File: src/rtl/fetch_pkg.sv
// Shared types and constants for the instruction fetch stage.
package fetch_pkg;

    typedef enum logic [1:0] {
        ST_BOOT  = 2'd0,
        ST_RUN   = 2'd1,
        ST_FAULT = 2'd2
    } state_t;

    typedef enum logic [1:0] {
        FAULT_NONE     = 2'b00,
        FAULT_MISALIGN = 2'b01,
        FAULT_RANGE    = 2'b10
    } fault_t;

    localparam logic [31:0] NOP_INST           = 32'h0000_0013;
    localparam logic [31:0] DEFAULT_RESET_PC   = 32'h0000_0000;
    localparam int          DEFAULT_IMEM_WORDS = 8192;

endpackage

File: src/rtl/pc_next.sv
// Next-PC mux (redirect / +4 / hold) plus alignment and range checks on
// both the current PC and the redirect target. Purely combinational.
module pc_next
    import fetch_pkg::*;
#(
    parameter int IMEM_WORDS = DEFAULT_IMEM_WORDS
) (
    input  logic [31:0] pc,
    input  logic [31:0] redirect_pc,
    input  logic        sel_redirect,
    input  logic        sel_advance,
    output logic [31:0] next_pc,
    output logic        pc_bad_align,
    output logic        pc_bad_range,
    output logic        target_bad_align,
    output logic        target_bad_range
);

    // 33-bit limit so a 4 GiB memory size cannot overflow the compare.
    localparam logic [32:0] LIMIT = 33'(IMEM_WORDS) << 2;

    assign pc_bad_align     = |pc[1:0];
    assign pc_bad_range     = {1'b0, pc} >= LIMIT;
    assign target_bad_align = |redirect_pc[1:0];
    assign target_bad_range = {1'b0, redirect_pc} >= LIMIT;

    always_comb begin
        next_pc = pc;
        if (sel_redirect) begin
            next_pc = redirect_pc;
        end else if (sel_advance) begin
            next_pc = pc + 32'd4;
        end
    end

endmodule

File: src/rtl/fetch_stage.sv
// Single-entry instruction fetch stage with redirect flush, stall hold,
// valid/ready handoff to decode and sticky fetch-fault reporting.
module fetch_stage
    import fetch_pkg::*;
#(
    parameter logic [31:0] RESET_PC   = DEFAULT_RESET_PC,
    parameter int          IMEM_WORDS = DEFAULT_IMEM_WORDS
) (
    input  logic        i_clk,
    input  logic        i_rst_n,
    input  logic        i_stall,
    input  logic        i_redirect,
    input  logic [31:0] i_redirect_pc,
    output logic [31:0] o_imem_addr,
    input  logic [31:0] i_imem_inst,
    output logic [31:0] o_inst,
    output logic [31:0] o_pc,
    output logic [31:0] o_pc4,
    output logic        o_valid,
    input  logic        i_ready,
    output logic [1:0]  o_fault,
    output logic [31:0] o_fault_pc,
    output logic [31:0] o_fetch_cnt
);

    state_t      state_reg, state_next;
    fault_t      fault_reg, fault_next;
    logic [31:0] pc_reg;
    logic [31:0] inst_reg, inst_next;
    logic [31:0] opc_reg, opc_next;
    logic        valid_reg, valid_next;
    logic [31:0] fault_pc_reg, fault_pc_next;
    logic [31:0] cnt_reg, cnt_next;

    logic        sel_redirect;
    logic        sel_advance;
    logic [31:0] next_pc;
    logic        pc_bad_align;
    logic        pc_bad_range;
    logic        target_bad_align;
    logic        target_bad_range;
    logic        accept;

    pc_next #(
        .IMEM_WORDS(IMEM_WORDS)
    ) u_pc_next (
        .pc              (pc_reg),
        .redirect_pc     (i_redirect_pc),
        .sel_redirect    (sel_redirect),
        .sel_advance     (sel_advance),
        .next_pc         (next_pc),
        .pc_bad_align    (pc_bad_align),
        .pc_bad_range    (pc_bad_range),
        .target_bad_align(target_bad_align),
        .target_bad_range(target_bad_range)
    );

    assign accept = valid_reg && i_ready;

    always_ff @(posedge i_clk or negedge i_rst_n) begin
        if (!i_rst_n) begin
            state_reg    <= ST_BOOT;
            pc_reg       <= RESET_PC;
            inst_reg     <= NOP_INST;
            opc_reg      <= 32'd0;
            valid_reg    <= 1'b0;
            fault_reg    <= FAULT_NONE;
            fault_pc_reg <= 32'd0;
            cnt_reg      <= 32'd0;
        end else begin
            state_reg    <= state_next;
            pc_reg       <= next_pc;
            inst_reg     <= inst_next;
            opc_reg      <= opc_next;
            valid_reg    <= valid_next;
            fault_reg    <= fault_next;
            fault_pc_reg <= fault_pc_next;
            cnt_reg      <= cnt_next;
        end
    end

    always_comb begin
        state_next    = state_reg;
        inst_next     = inst_reg;
        opc_next      = opc_reg;
        valid_next    = valid_reg;
        fault_next    = fault_reg;
        fault_pc_next = fault_pc_reg;
        // An accept always counts, even when the same edge flushes.
        cnt_next      = cnt_reg + {31'd0, accept};
        sel_redirect  = 1'b0;
        sel_advance   = 1'b0;

        case (state_reg)
            ST_BOOT: begin
                state_next = ST_RUN;
            end
            ST_RUN: begin
                if (i_redirect) begin
                    valid_next = 1'b0;
                    if (target_bad_align) begin
                        state_next    = ST_FAULT;
                        fault_next    = FAULT_MISALIGN;
                        fault_pc_next = i_redirect_pc;
                    end else begin
                        // Out-of-range targets are caught when fetched next cycle.
                        sel_redirect = 1'b1;
                    end
                end else if (!i_stall && (!valid_reg || i_ready)) begin
                    if (pc_bad_align || pc_bad_range) begin
                        state_next    = ST_FAULT;
                        fault_next    = pc_bad_align ? FAULT_MISALIGN : FAULT_RANGE;
                        fault_pc_next = pc_reg;
                        valid_next    = 1'b0;
                    end else begin
                        sel_advance = 1'b1;
                        inst_next   = i_imem_inst;
                        opc_next    = pc_reg;
                        valid_next  = 1'b1;
                    end
                end
            end
            ST_FAULT: begin
                valid_next = 1'b0;
                if (i_redirect && !target_bad_align && !target_bad_range) begin
                    state_next    = ST_RUN;
                    fault_next    = FAULT_NONE;
                    fault_pc_next = 32'd0;
                    sel_redirect  = 1'b1;
                end
            end
            default: begin
                state_next = ST_BOOT;
                valid_next = 1'b0;
            end
        endcase
    end

    assign o_imem_addr = pc_reg;
    assign o_inst      = inst_reg;
    assign o_pc        = opc_reg;
    assign o_pc4       = opc_reg + 32'd4;
    assign o_valid     = valid_reg;
    assign o_fault     = fault_reg;
    assign o_fault_pc  = fault_pc_reg;
    assign o_fetch_cnt = cnt_reg;

endmodule
File: config.mk
export PLATFORM = sky130hd
export DESIGN_NAME = fetch_stage
export DESIGN_NICKNAME = d
export VERILOG_FILES = /design/src/rtl/fetch_pkg.sv /design/src/rtl/pc_next.sv /design/src/rtl/fetch_stage.sv
export SDC_FILE = /design/constraint.sdc
export NUM_CORES = 1
export LEC_CHECK = 0
export CAP_MARGIN = 25
export CORE_MARGIN = 1
export CORE_UTILIZATION = 46
export CTS_CLUSTER_SIZE = 24
export DETAILED_ROUTE_END_ITERATION = 10
export MAX_ROUTING_LAYER = met4
export PLACE_DENSITY = 0.84
export SYNTH_ARGS = -nofsm -noshare
export SYNTH_HDL_FRONTEND = slang
export SYNTH_SLANG_ARGS = --single-unit
File: constraint.sdc
create_clock -name i_clk -period 3.1 [get_ports i_clk]
set_input_delay 0.31 -clock i_clk [delete_from_list [all_inputs] [get_ports i_clk]]
set_output_delay 0.31 -clock i_clk [all_outputs]
set_load 0.02 [all_outputs]
; Word-level counts from Yosys, hierarchy flattened
; Cells that the tools add are included.
[word_totals]
reg_bits = 165
wordCells = 73
[classes]
addsub = 3
order_cmp = 2
n_eq_ne = 6
n_mux = 32
bitwise_logic = 3
reduce_logical = 19
[op_table]
columns = operator, count
row1 = 32-bit two-way mux, 7
row2 = "32-bit by 3-bit adder with 32-bit output, second input constant", 2
row3 = "32-bit by 16-bit >= comparator with 1-bit output, second input constant", 2
row4 = 32-bit case mux with 2 select lines, 1
row5 = 32-bit by 1-bit adder with 32-bit output, 1
row6 = 2-bit two-way mux, 11
row7 = 1-bit two-way mux, 9
row8 = "3-bit != test, second input constant", 3
row9 = 4-bit AND reduction, 2
row10 = 2-bit case mux with 3 select lines, 1
row11 = 5-bit AND reduction, 1
row12 = 1-bit logical AND, 4
row13 = 1-bit zero test, 4
row14 = 1-bit case mux with 2 select lines, 2
row15 = 2-bit case mux with 2 select lines, 1
row16 = 2-bit nonzero test, 2
row17 = 2-bit OR reduction, 2
row18 = 1-bit NOT, 3
row19 = "2-bit by 1-bit == test with 1-bit output, second input constant", 1
row20 = "2-bit == test, second input constant", 1
row21 = 2-bit zero test, 1
row22 = 1-bit logical OR, 2
row23 = "2-bit != test, second input constant", 1
row24 = 2-bit AND reduction, 1

; Logic depth before layout (Yosys ltp)
; Gate-level depths: netlist of the first run.
[logic_depth]
ltp_word = 8
depth_mapped = 9

; Modules after synthesis
; From an unflattened synthesis of the first run, not the netlist that was laid out.
[hier_totals]
cells_unflattened = 709
area_unflattened_um2 = 8142.8
[modules_own_cells]
columns = mod, instances, cells_each, area_each_um2, seq_area_each_um2
row1 = fetch_stage, 1, 528, 7024.2, 4132.7
row2 = pc_next, 1, 181, 1118.6, 0.0

; Worst setup path after synthesis of the first run
; OpenSTA, ideal clock, no wires.
[synth_timing]
kind = flip-flop to flip-flop
startpoint = register state_reg[1]
endpoint = register fault_pc_reg[10], in the netlist o_fault_pc[10]
arrival_ps = 2124
required_time_ps = 2975
path_slack_ps = 850
path_stages_with_launch = 9
cell_sequence = dfrtp_1 inv_1 ha_1 nor4b_1 nand4_1 or2_1 o2111ai_4 buf_6 mux2_4
[synth_between]
elab_chain_cells = 3
[synth_rtl]
columns = item, line_no
row1 = from (decl), fetch_stage.sv:26  ; state_t state_reg, state_next;
row2 = from (signal assigned), fetch_stage.sv:71  ; state_reg <= state_next;
row3 = 2-bit by 1-bit == test with 1-bit output or 2-bit == test (tied branches), fetch_stage.sv:94  ; case (state_reg)
row4 = 3-bit != test (no line) (tied with other cells), --
row5 = 5-bit AND reduction (no line), --
row6 = to (signal assigned), fetch_stage.sv:77  ; fault_pc_reg <= fault_pc_next;
row7 = to (decl), fetch_stage.sv:32  ; logic [31:0] fault_pc_reg, fault_pc_next;
; Parallel ways exist; a longest one is shown, timed or not.
; A chain may end at the register's enable or synchronous reset.

; Worst setup path in the final report of the first run
[layout_timing]
startpoint = register opc_reg[2], in the netlist o_pc[2]
endpoint = output port o_pc4[16]
[layout_between]
elab_chain_cells = 1
[layout_rtl]
columns = item, line_no
row1 = from (decl), fetch_stage.sv:30  ; logic [31:0] opc_reg, opc_next;
row2 = from (signal assigned), fetch_stage.sv:74  ; opc_reg <= opc_next;
row3 = 32-bit by 3-bit adder with 32-bit output, fetch_stage.sv:142  ; assign o_pc4 = opc_reg + 32'd4;
row4 = to (decl), fetch_stage.sv:18  ; output logic [31:0] o_pc4,
; Every way passes these cells.

==> reports/qor.json, run 1 <==
{
  "run_status": "completed",
  "nets_finish": 1126,
  "switching_share_pct": 37.0,
  "slew-limit-headroom_pct": 30.8,
  "floorplan.die.width_um": 133,
  "cts.reportedPaths.clkPinSlew_ns": 0.06,
  "cts_tree": "yes",
  "area_delta_synth_final_pct": 44.4,
  "power_switching_mw": 3.62,
  "mappedNetlistArea_um2": 7900,
  "half_perimeter_wire_length_after_placement_um": 15800,
  "timing_hold_violations_final": 0,
  "min_path_type": "in -> reg",
  "grt_util_met3_pct": 5.40,
  "synthesis.area_per_instance_um2": 10.0,
  "detail_route.iter0.violations": 467,
  "timing.clock.skew_ns": 0.00664,
  "global_route.usage.total_pct": 26.0,
  "yosys.cell_types.count": 52,
  "viasPerCell": 5.30,
  "grt_pass1_wl_um": 35000,
  "leakagePower_nw": 5.23,
  "gr-usage-met1_pct": 33.3,
  "antenna_found_initial": 0,
  "rows": 47,
  "cts.sink_count": 165,
  "cp_data_arrival_time_ns": 2.66,
  "ys_warn_count": 0,
  "clock_tree.buffer_depth": 2,
  "dr.pass1.iters": 4,
  "drv_slew": 0,
  "rrSetupSlack_ns": 0.44,
  "place_ws_ns": 0.381,
  "postSynthRegisterBits": 165,
  "global_route.peak_usage_layer": "met2",
  "fin_setup_tns_ns": 0,
  "p_total_mw": 9.78,
  "critical_path_class": "reg -> out",
  "drtAntennaViolNets": 0,
  "grt_pass1_vias": 6672,
  "design.die.area_um2": 17700,
  "whs_path_depth": 3,
  "clock_tree.htree_level_count": 4,
  "setup-violations-final": 0,
  "worstHoldStart": "i_redirect",
  "r2r_path_start": "state_reg[1]",
  "utilization_pct": 68.3,
  "category_of_the_worst_setup_path_capture_point": "output port",
  "floorplan.die.height_um": 133,
  "grt_max_degree": 77,
  "peakVddDrop_uv": 558,
  "worst-r2r-cell-count": 8,
  "final-instance-count-excl-fill": 1282,
  "cts-root-buf": "sky130_fd_sc_hd__clkbuf_16",
  "mostFrequentLayoutCells": "sky130_fd_sc_hd__clkdlybuf4s50_1, sky130_fd_sc_hd__nand2_1, sky130_fd_sc_hd__dfrtp_1",
  "design.portCount": 264,
  "num_vias": 6790,
  "global_route_overflow": 0,
  "post_route_cells_drive_above_1_share_pct": 8.10,
  "cts_made_buffers": 17,
  "detail_routed_net_length_per_standard_cell_um": 17.2,
  "required_ns": 2.79,
  "gr-usage-met2_pct": 41.2,
  "finalWorstSetupSlack_ns": 0.135,
  "core_area_um2": 16700,
  "final.min_clock_period_ns": 2.97,
  "hold-path-endpoint": "o_fault[0]",
  "clock.fmax_ghz": 0.337,
  "critical_path.max_fanout": 7,
  "worstSkewPairLatency_ns": 0.42,
  "finalCritPeriodShare_pct": 95.6,
  "antenna_cells": 0,
  "cap_viol_max_count": 0,
  "power.share.sequential_pct": 35.7,
  "syn-instance-count": 787,
  "share_comb_of_total_power_pct": 42.5,
  "numPlacedInstances": 1249,
  "cell_internal_pwr_mw": 6.16,
  "power_per_cell_area_nw_per_um2": 858,
  "port_buffers": 263,
  "critPathLaunchType": "flop",
  "wl_um": 22100,
  "synth_sequential_area_ratio_pct": 52.3,
  "number_of_design_rule_violations_left_after_detail_routing": 0,
  "postSynthNetCount": 864,
  "share_clk_of_total_power_pct": 21.7,
  "commonest_non_fill_non_tap_cell_in_the_layout": "sky130_fd_sc_hd__clkdlybuf4s50_1",
  "place.gp.congestion": 0.855,
  "tightestPinTransition_ns": 1.04,
  "initial_core_util_pct": 47.3,
  "worst_r2r_endpoint": "o_fault_pc[31]"
}
how the worst max path moves through the flow:
stage,slack [ns],end,cells after the start,from
final,0.13,o_pc4[16],6,o_pc[2]
after global routing,-0.02,o_pc4[23],7,o_pc[4]
after CTS,0.04,o_pc4[31],6,o_pc[4]
after detailed placement,0.38,o_pc4[26],6,o_pc[9]
after global placement,0.47,o_pc4[26],6,o_pc[2]
after floorplan,0.85,o_fault_pc[10],8,state_reg[1]
cells by family (layout without fill, tap and decap cells):
kind of cell / after synthesis / count (layout) / share of synthesized area (%)
buffers and inverters: 42 / 317 / 2.50
DFF: 165 / 165 / 52.3
AOI/OAI and AO/OA: 40 / 40 / 3.80
adders and majority gates: 8 / 8 / 1.27
muxes: 64 / 64 / 9.55
xor gates and xnor gates: 61 / 61 / 6.76
and+or+nand+nor: 407 / 407 / 23.8
synth_stat cells (all sizes together):
library cell / n / area share [%]
a32oi: 1 / 0.11
nand3b: 1 / 0.095
a22o: 1 / 0.11
nor4: 15 / 1.2
and2: 27 / 2.1
buf: 13 / 1.1
a221o: 4 / 0.51
inv: 7 / 0.33
or3: 2 / 0.16
a21o: 1 / 0.095
nor4b: 1 / 0.11
o31a: 1 / 0.11
and3: 8 / 0.63
xor2: 17 / 1.9
mux2: 31 / 5.4
nor2: 51 / 2.5
or4: 1 / 0.095
nor2b: 3 / 0.24
o21ai: 12 / 0.81
nor3: 9 / 0.63
nand2: 214 / 10
dfstp: 3 / 1.0
or2: 4 / 0.32
and4: 10 / 1.1
nand4: 20 / 1.6
dfrtp: 162 / 51
o2bb2ai: 3 / 0.33
nor3b: 1 / 0.24
and3b: 1 / 0.11
a41oi: 1 / 0.11
o41ai: 2 / 0.32
a21oi: 10 / 0.63
xnor2: 44 / 4.9
a31oi: 1 / 0.079
nand3: 36 / 2.3
clkbuf: 22 / 1.0
o31ai: 2 / 0.25
mux2i: 33 / 4.2
nand2b: 3 / 0.24
o2111ai: 1 / 0.33
ha: 8 / 1.3
power by group through the flow:
stage / logic [mW] / clock network [mW] / registers [mW]
after CTS: 4.19 / 2.17 / 3.49
after global routing: 4.41 / 2.25 / 3.59
after global placement: 4.07 / 0 / 3.48
after detailed placement: 4.17 / 0 / 3.51
final: 4.16 / 2.13 / 3.49
after floorplan: 1.57 / 0 / 4.09
layout make-up:
class / instances / area, um^2
clock buffer: 20 / 437
clock inverter: 12 / 153
fill: 1315 / 5300
inverter: 7 / 26.3
multi-input combinational: 580 / 3600
sequential: 165 / 4130
tap: 220 / 275
timing repair buffer: 278 / 2780
per-stage QoR:
stage          hold slack [ns]  area, um^2
2_1_floorplan           0.0144        7900
3_3_place_gp             0.382       10800
4_1_cts                  0.207       11400
6_report                 0.225       11400
5_1_grt                  0.244       11400
3_5_place_dp             0.392       10800
metal layers:
| metal | routed length (um) | vias up | share of wire, % |
|---|---|---|---|
| met4 | 473 | 0 | 2.1 |
| li1 | - | 3178 | - |
| met3 | 1270 | 37 | 5.8 |
| met2 | 10900 | 258 | 49 |
| met5 | 0 | - | 0 |
| met1 | 9500 | 3317 | 43 |
worst max-delay path, stage by stage, from the launching register on:
cell and delay (ns):
sky130_fd_sc_hd__dfrtp_1 0.50, sky130_fd_sc_hd__ha_2 0.30, sky130_fd_sc_hd__and3_1 0.27, sky130_fd_sc_hd__nand3_1 0.15, sky130_fd_sc_hd__nor2_1 0.18, sky130_fd_sc_hd__xor2_1 0.20
sky130_fd_sc_hd__clkdlybuf4s50_1 0.63
timing repair:
| item | 4_1_cts | 5_1_grt |
|---|---|---|
| hold buffers | 1 | 0 |
| setup endpoints to repair | 3 | 7 |
| hold endpoints to repair | 70 | 0 |
| setup buffers | 0 | 0 |
| resized for setup | 1 | 3 |
(Power assumes the default switching activity.)
==> run 2, diff against run 1 <==
PLACE_DENSITY = 0.8   (was 0.84)
==> run 2 against run 1 <==
- flip-flop and latch count is the same
- die area is the same
- maximum frequency grew 0.28%
- sequential power about the same
- hold slack improved by 0.060 ns
- via count decreased by 1.8%
- wire length shrank 2.3%
- sequential share of layout area rose by 0.12 points
- clock power shrank 6%
- cell area fell by 0.32%
- combinational power hardly changed
- global-route usage down 0.43 points
- critical path type unchanged
==> reports/qor.json, run 2 (synthesis results as in run 1) <==
{
  "timing.clock.skew_ns": 0.00718,
  "floorplan.die.height_um": 133,
  "run_status": "completed",
  "utilization_pct": 68.1,
  "grt_pass1_wl_um": 34400,
  "clock_tree.buffer_depth": 2,
  "rows": 47,
  "core_area_um2": 16700,
  "critPathLaunchType": "flop",
  "cts.reportedPaths.clkPinSlew_ns": 0.07,
  "initial_core_util_pct": 47.3,
  "global_route_overflow": 0,
  "drtAntennaViolNets": 0,
  "final-instance-count-excl-fill": 1284,
  "required_ns": 2.79,
  "cp_data_arrival_time_ns": 2.65,
  "leakagePower_nw": 5.20,
  "wl_um": 21600,
  "floorplan.die.width_um": 133,
  "final.min_clock_period_ns": 2.96,
  "area_delta_synth_final_pct": 43.9,
  "finalCritPeriodShare_pct": 95.4,
  "critical_path_class": "reg -> out",
  "port_buffers": 263,
  "unrepaired_setup_endpoints_after_global_routing": "no",
  "p_total_mw": 9.61,
  "worstSkewPairLatency_ns": 0.42,
  "fin_setup_tns_ns": 0,
  "half_perimeter_wire_length_after_placement_um": 15400,
  "numPlacedInstances": 1250,
  "drv_slew": 0,
  "viasPerCell": 5.19,
  "cts.sink_count": 165,
  "dr.pass1.iters": 5,
  "category_of_the_worst_setup_path_capture_point": "output port",
  "power_per_cell_area_nw_per_um2": 845,
  "clock_tree.htree_level_count": 4,
  "timing_hold_violations_final": 0,
  "cts_tree": "yes",
  "cts-root-buf": "sky130_fd_sc_hd__clkbuf_16",
  "critical_path.max_fanout": 6,
  "nets_finish": 1130,
  "clock.fmax_ghz": 0.338,
  "setup-violations-final": 0,
  "detail_routed_net_length_per_standard_cell_um": 16.8,
  "final.fill_count": 1342,
  "post_route_cells_drive_above_1_share_pct": 8.18,
  "commonest_non_fill_non_tap_cell_in_the_layout": "sky130_fd_sc_hd__clkdlybuf4s50_1",
  "design.portCount": 264,
  "num_vias": 6665,
  "peakVddDrop_uv": 552,
  "place.gp.congestion": 0.827,
  "cts_made_buffers": 17,
  "detail_route.iter0.violations": 365,
  "holdWs_ns": 0.285,
  "slew-limit-headroom_pct": 48.3,
  "tightestPinTransition_ns": 0.775,
  "design.die.area_um2": 17700,
  "global_route.usage.total_pct": 25.5,
  "number_of_design_rule_violations_left_after_detail_routing": 0,
  "antenna_found_initial": 0,
  "mostFrequentLayoutCells": "sky130_fd_sc_hd__clkdlybuf4s50_1, sky130_fd_sc_hd__nand2_1, sky130_fd_sc_hd__dfrtp_1",
  "min_path_type": "in -> reg",
  "antenna_cells": 0,
  "cap_viol_max_count": 0,
  "grt_pass1_vias": 6475,
  "grt_max_degree": 84
}
run 2: cell types whose count changed in the layout (fill, tap and decap cells not counted), moves of 2 or more:
cell / change
sky130_fd_sc_hd__inv_6: -2
sky130_fd_sc_hd__clkbuf_8: +2
sky130_fd_sc_hd__clkinvlp_4: +4
sky130_fd_sc_hd__buf_12: -2
sky130_fd_sc_hd__bufinv_16: -2
sky130_fd_sc_hd__buf_4: +5
sky130_fd_sc_hd__clkinv_2: -4
run 2: worst paths after layout:
kind	from	endpoint	slack [ns]	cells past startpoint
min in group asynchronous	i_rst_n	o_inst[18]	0.52	2
max in group asynchronous	i_rst_n	o_pc[7]	1.78	3
max reg2reg	state_reg[1]	o_fault_pc[24]	0.42	8
min	i_redirect	o_fault[0]	0.28	3
max	o_pc[5]	o_pc4[31]	0.14	7
min reg2reg	o_inst[4]	o_inst[4]	0.45	2
run 2: repair_timing:
action / 4_1_cts / 5_1_grt
endpoints found under the setup margin: 6 / 9
resized for setup: 2 / 2
setup buffers: 0 / 2
hold buffers: 1 / 0
hold endpoints to repair: 68 / 0
run 2: layout make-up:
type | count | area, um^2 | share of cell area (%)
sequential | 165 | 4130 | 36.3
multi-input combinational | 580 | 3600 | 31.7
timing repair buffer | 282 | 2790 | 24.5
clock buffer | 23 | 468 | 4.12
tap | 220 | 275 | 2.42
clock inverter | 7 | 76.3 | 0.671
inverter | 7 | 26.3 | 0.231
run 2: per-stage QoR:
stage | worst slack (ns) | area [um^2]
global placement | 0.443 | 10800
detailed placement | 0.351 | 10800
finish | 0.143 | 11400
global route | 0.00837 | 11400
CTS | 0.0175 | 11300
floorplan | 0.850 | 7900
run 2: where the power goes:
part | switching (mW) | internal [mW] | total, mW
Clock | 0.855 | 1.14 | 2.00
Sequential | 0.661 | 2.81 | 3.47
Combinational | 2.07 | 2.07 | 4.14
run 2: layer usage:
metal | track usage, % | share of wire, %
met1 | 33.1 | 45
met2 | 40.8 | 49
met3 | 4.56 | 5.0
met4 | 7.92 | 1.7
met5 | - | 0
run 2: critical path: stages (launching register included):
cell and delay, ns:
sky130_fd_sc_hd__dfrtp_1 0.45, sky130_fd_sc_hd__and4_1 0.28, sky130_fd_sc_hd__nand4_1 0.11, sky130_fd_sc_hd__buf_4 0.18, sky130_fd_sc_hd__nor3_2 0.28, sky130_fd_sc_hd__nand4_1 0.15, sky130_fd_sc_hd__xnor2_1 0.15, sky130_fd_sc_hd__clkdlybuf4s50_1 0.63
==> run 3, diff against run 2 <==
CELL_PAD_IN_SITES_DETAIL_PLACEMENT = 1   (was default)
CELL_PAD_IN_SITES_GLOBAL_PLACEMENT = 1   (was default)
CORE_UTILIZATION = 35   (was 46)
HOLD_SLACK_MARGIN = 0.15   (was default)
PLACE_DENSITY = default   (was 0.8)
PLACE_DENSITY_LB_ADDON = 0.1   (was default)
==> run 3 against run 2 <==
- the flow now finishes with violations (design-rule violations)
- cell count rose by 4.9%
- flip-flop and latch count stayed put
- combinational power about the same
- first-iteration DRC count decreased by 40%
- highest routed layer unchanged
==> reports/qor.json, run 3 (synthesis results as in run 1) <==
{
  "run_status": "finished with violations",
  "violations": "design-rule violations",
  "antenna_cells": 0,
  "cap_viol_max_count": 0,
  "finalCritPeriodShare_pct": 95.7,
  "drv_slew": 0,
  "cts-root-buf": "sky130_fd_sc_hd__clkbuf_16",
  "wl_um": 24000,
  "r2r_path_start": "o_imem_addr[19]",
  "port_buffers": 263,
  "worstSkewPairLatency_ns": 0.43,
  "worstHoldStart": "i_redirect",
  "cts.sink_count": 165,
  "peakVddDrop_uv": 391,
  "critical_path_class": "reg -> out",
  "clock_tree.htree_level_count": 4,
  "leakagePower_nw": 5.31,
  "floorplan.die.height_um": 152,
  "core_area_um2": 22000,
  "dr.pass1.iters": 7,
  "grt_pass1_wl_um": 39300,
  "whs_path_depth": 3,
  "viasPerCell": 4.96,
  "power_per_cell_area_nw_per_um2": 847,
  "grt_pass1_vias": 7005,
  "grt_max_degree": 72,
  "rows": 54,
  "setup-violations-final": 0,
  "detail_routed_net_length_per_standard_cell_um": 17.8,
  "category_of_the_worst_setup_path_capture_point": "output port",
  "holdWs_ns": 0.277,
  "design.portCount": 264,
  "required_ns": 2.79,
  "timing_hold_violations_final": 0,
  "tightestPinTransition_ns": 0.730,
  "utilization_pct": 52.5,
  "antenna_found_initial": 0,
  "initial_core_util_pct": 36.0,
  "global_route.usage.total_pct": 22.0,
  "timing.clock.skew_ns": 0.0122,
  "worst-r2r-cell-count": 6,
  "post_route_cells_drive_above_1_share_pct": 9.18,
  "commonest_non_fill_non_tap_cell_in_the_layout": "sky130_fd_sc_hd__clkdlybuf4s50_1",
  "clock_tree.buffer_depth": 2,
  "floorplan.die.width_um": 152,
  "critPathLaunchType": "flop",
  "buf_inv_stages_crit_path": 1,
  "design.die.area_um2": 23200,
  "cts_made_buffers": 17,
  "num_vias": 6685,
  "place.gp.congestion": 0.792,
  "cpMaxStageDelayCell": "sky130_fd_sc_hd__clkdlybuf4s50_1",
  "detail_route.iter0.violations": 219,
  "number_of_design_rule_violations_left_after_detail_routing": 17,
  "cts_tree": "yes",
  "slew-limit-headroom_pct": 51.3,
  "drtAntennaViolNets": 0,
  "rrSetupSlack_ns": 0.43,
  "final.min_clock_period_ns": 2.97,
  "mostFrequentLayoutCells": "sky130_fd_sc_hd__clkdlybuf4s50_1, sky130_fd_sc_hd__nand2_1, sky130_fd_sc_hd__dfrtp_1",
  "clock.fmax_ghz": 0.337,
  "postCtsSetupBuffers": 0,
  "p_total_mw": 9.76,
  "hold-path-endpoint": "o_fault[0]",
  "cts.reportedPaths.clkPinSlew_ns": 0.07,
  "final.fill_count": 2438,
  "cp_cell_sequence": "and4_2 > nand2_1 > nor3_4 > nand3_1 > xnor2_1 > clkdlybuf4s50_1",
  "area_delta_synth_final_pct": 45.9,
  "cell_family_with_most_cp_delay": "simple AND/OR/NAND/NOR gates",
  "global_route_overflow": 0,
  "worst_path_largest_cell_delay_ns": 0.62,
  "worst_r2r_endpoint": "o_fault_pc[2]",
  "critical_path.max_fanout": 7,
  "half_perimeter_wire_length_after_placement_um": 17200,
  "min_path_type": "in -> reg",
  "nets_finish": 1131,
  "cp_data_arrival_time_ns": 2.66
}
run 3: cell types whose count changed in the layout (fill, tap and decap cells not counted), moves of 3 or more:
| cell | change |
|---|---|
| sky130_fd_sc_hd__clkbuf_1 | -3 |
| sky130_fd_sc_hd__clkdlybuf4s50_1 | -3 |
| sky130_fd_sc_hd__inv_6 | +5 |
| sky130_fd_sc_hd__dfrtp_1 | -3 |
| sky130_fd_sc_hd__dfrtp_2 | +3 |
| sky130_fd_sc_hd__dlymetal6s2s_1 | +3 |
| sky130_fd_sc_hd__clkinvlp_4 | -3 |
run 3: report_power, final:
part	total [mW]	switching, mW	internal, mW
Combinational	4.16	2.09	2.07
Clock	2.10	0.945	1.16
Sequential	3.50	0.687	2.81
run 3: per-layer routing:
layer  vias to the layer above  routed length, um  GRT usage, %  part of all wire (%)
li1                       3182                  -             -                     -
met1                      3330              11200          29.0                    47
met2                       163              11100          34.2                    46
met3                        10               1530          5.52                   6.4
met4                         0                144          4.86                  0.60
met5                         -                  0             -                     0
run 3: final cells by class:
type | instances | area, um^2 | area share (%)
clock buffer | 19 | 443 | 3.84
multi-input combinational | 580 | 3610 | 31.3
inverter | 7 | 26.3 | 0.228
tap | 280 | 350 | 3.04
sequential | 165 | 4140 | 35.9
timing repair buffer | 283 | 2820 | 24.5
clock inverter | 13 | 138 | 1.19
run 3: worst min-delay path, cell delays in order:
cell and delay (ns):
sky130_fd_sc_hd__buf_2 0.16, sky130_fd_sc_hd__nor3_2 0.08, sky130_fd_sc_hd__o2bb2ai_1 0.11
run 3: how the worst max path moves through the flow:
stage          depth (start not counted)        endpoint          from
2_1_floorplan                          8  o_fault_pc[10]  state_reg[1]
3_3_place_gp                           6       o_pc4[31]       o_pc[4]
3_5_place_dp                           6       o_pc4[26]       o_pc[9]
4_1_cts                                6       o_pc4[31]       o_pc[4]
5_1_grt                                6       o_pc4[26]       o_pc[9]
6_report                               6       o_pc4[26]       o_pc[9]
run 3: repair_timing:
action,CTS,global route
hold buffers,1,0
hold endpoints to repair,60,0
cloned,0,0
setup endpoints to repair,7,11
resized for setup,2,11
pin swaps,0,0
run 3: stage by stage:
stage | cell area [um^2] | worst slack (ns) | instances | setup TNS (ns)
2_1_floorplan | 7900 | 0.850 | 787 | 0
3_3_place_gp | 10900 | 0.393 | 1313 | 0
3_5_place_dp | 10900 | 0.349 | 1313 | 0
4_1_cts | 11500 | 0.0693 | 1346 | 0
5_1_grt | 11500 | -0.0509 | 1347 | -0.116
6_report | 11500 | 0.134 | 1347 | 0
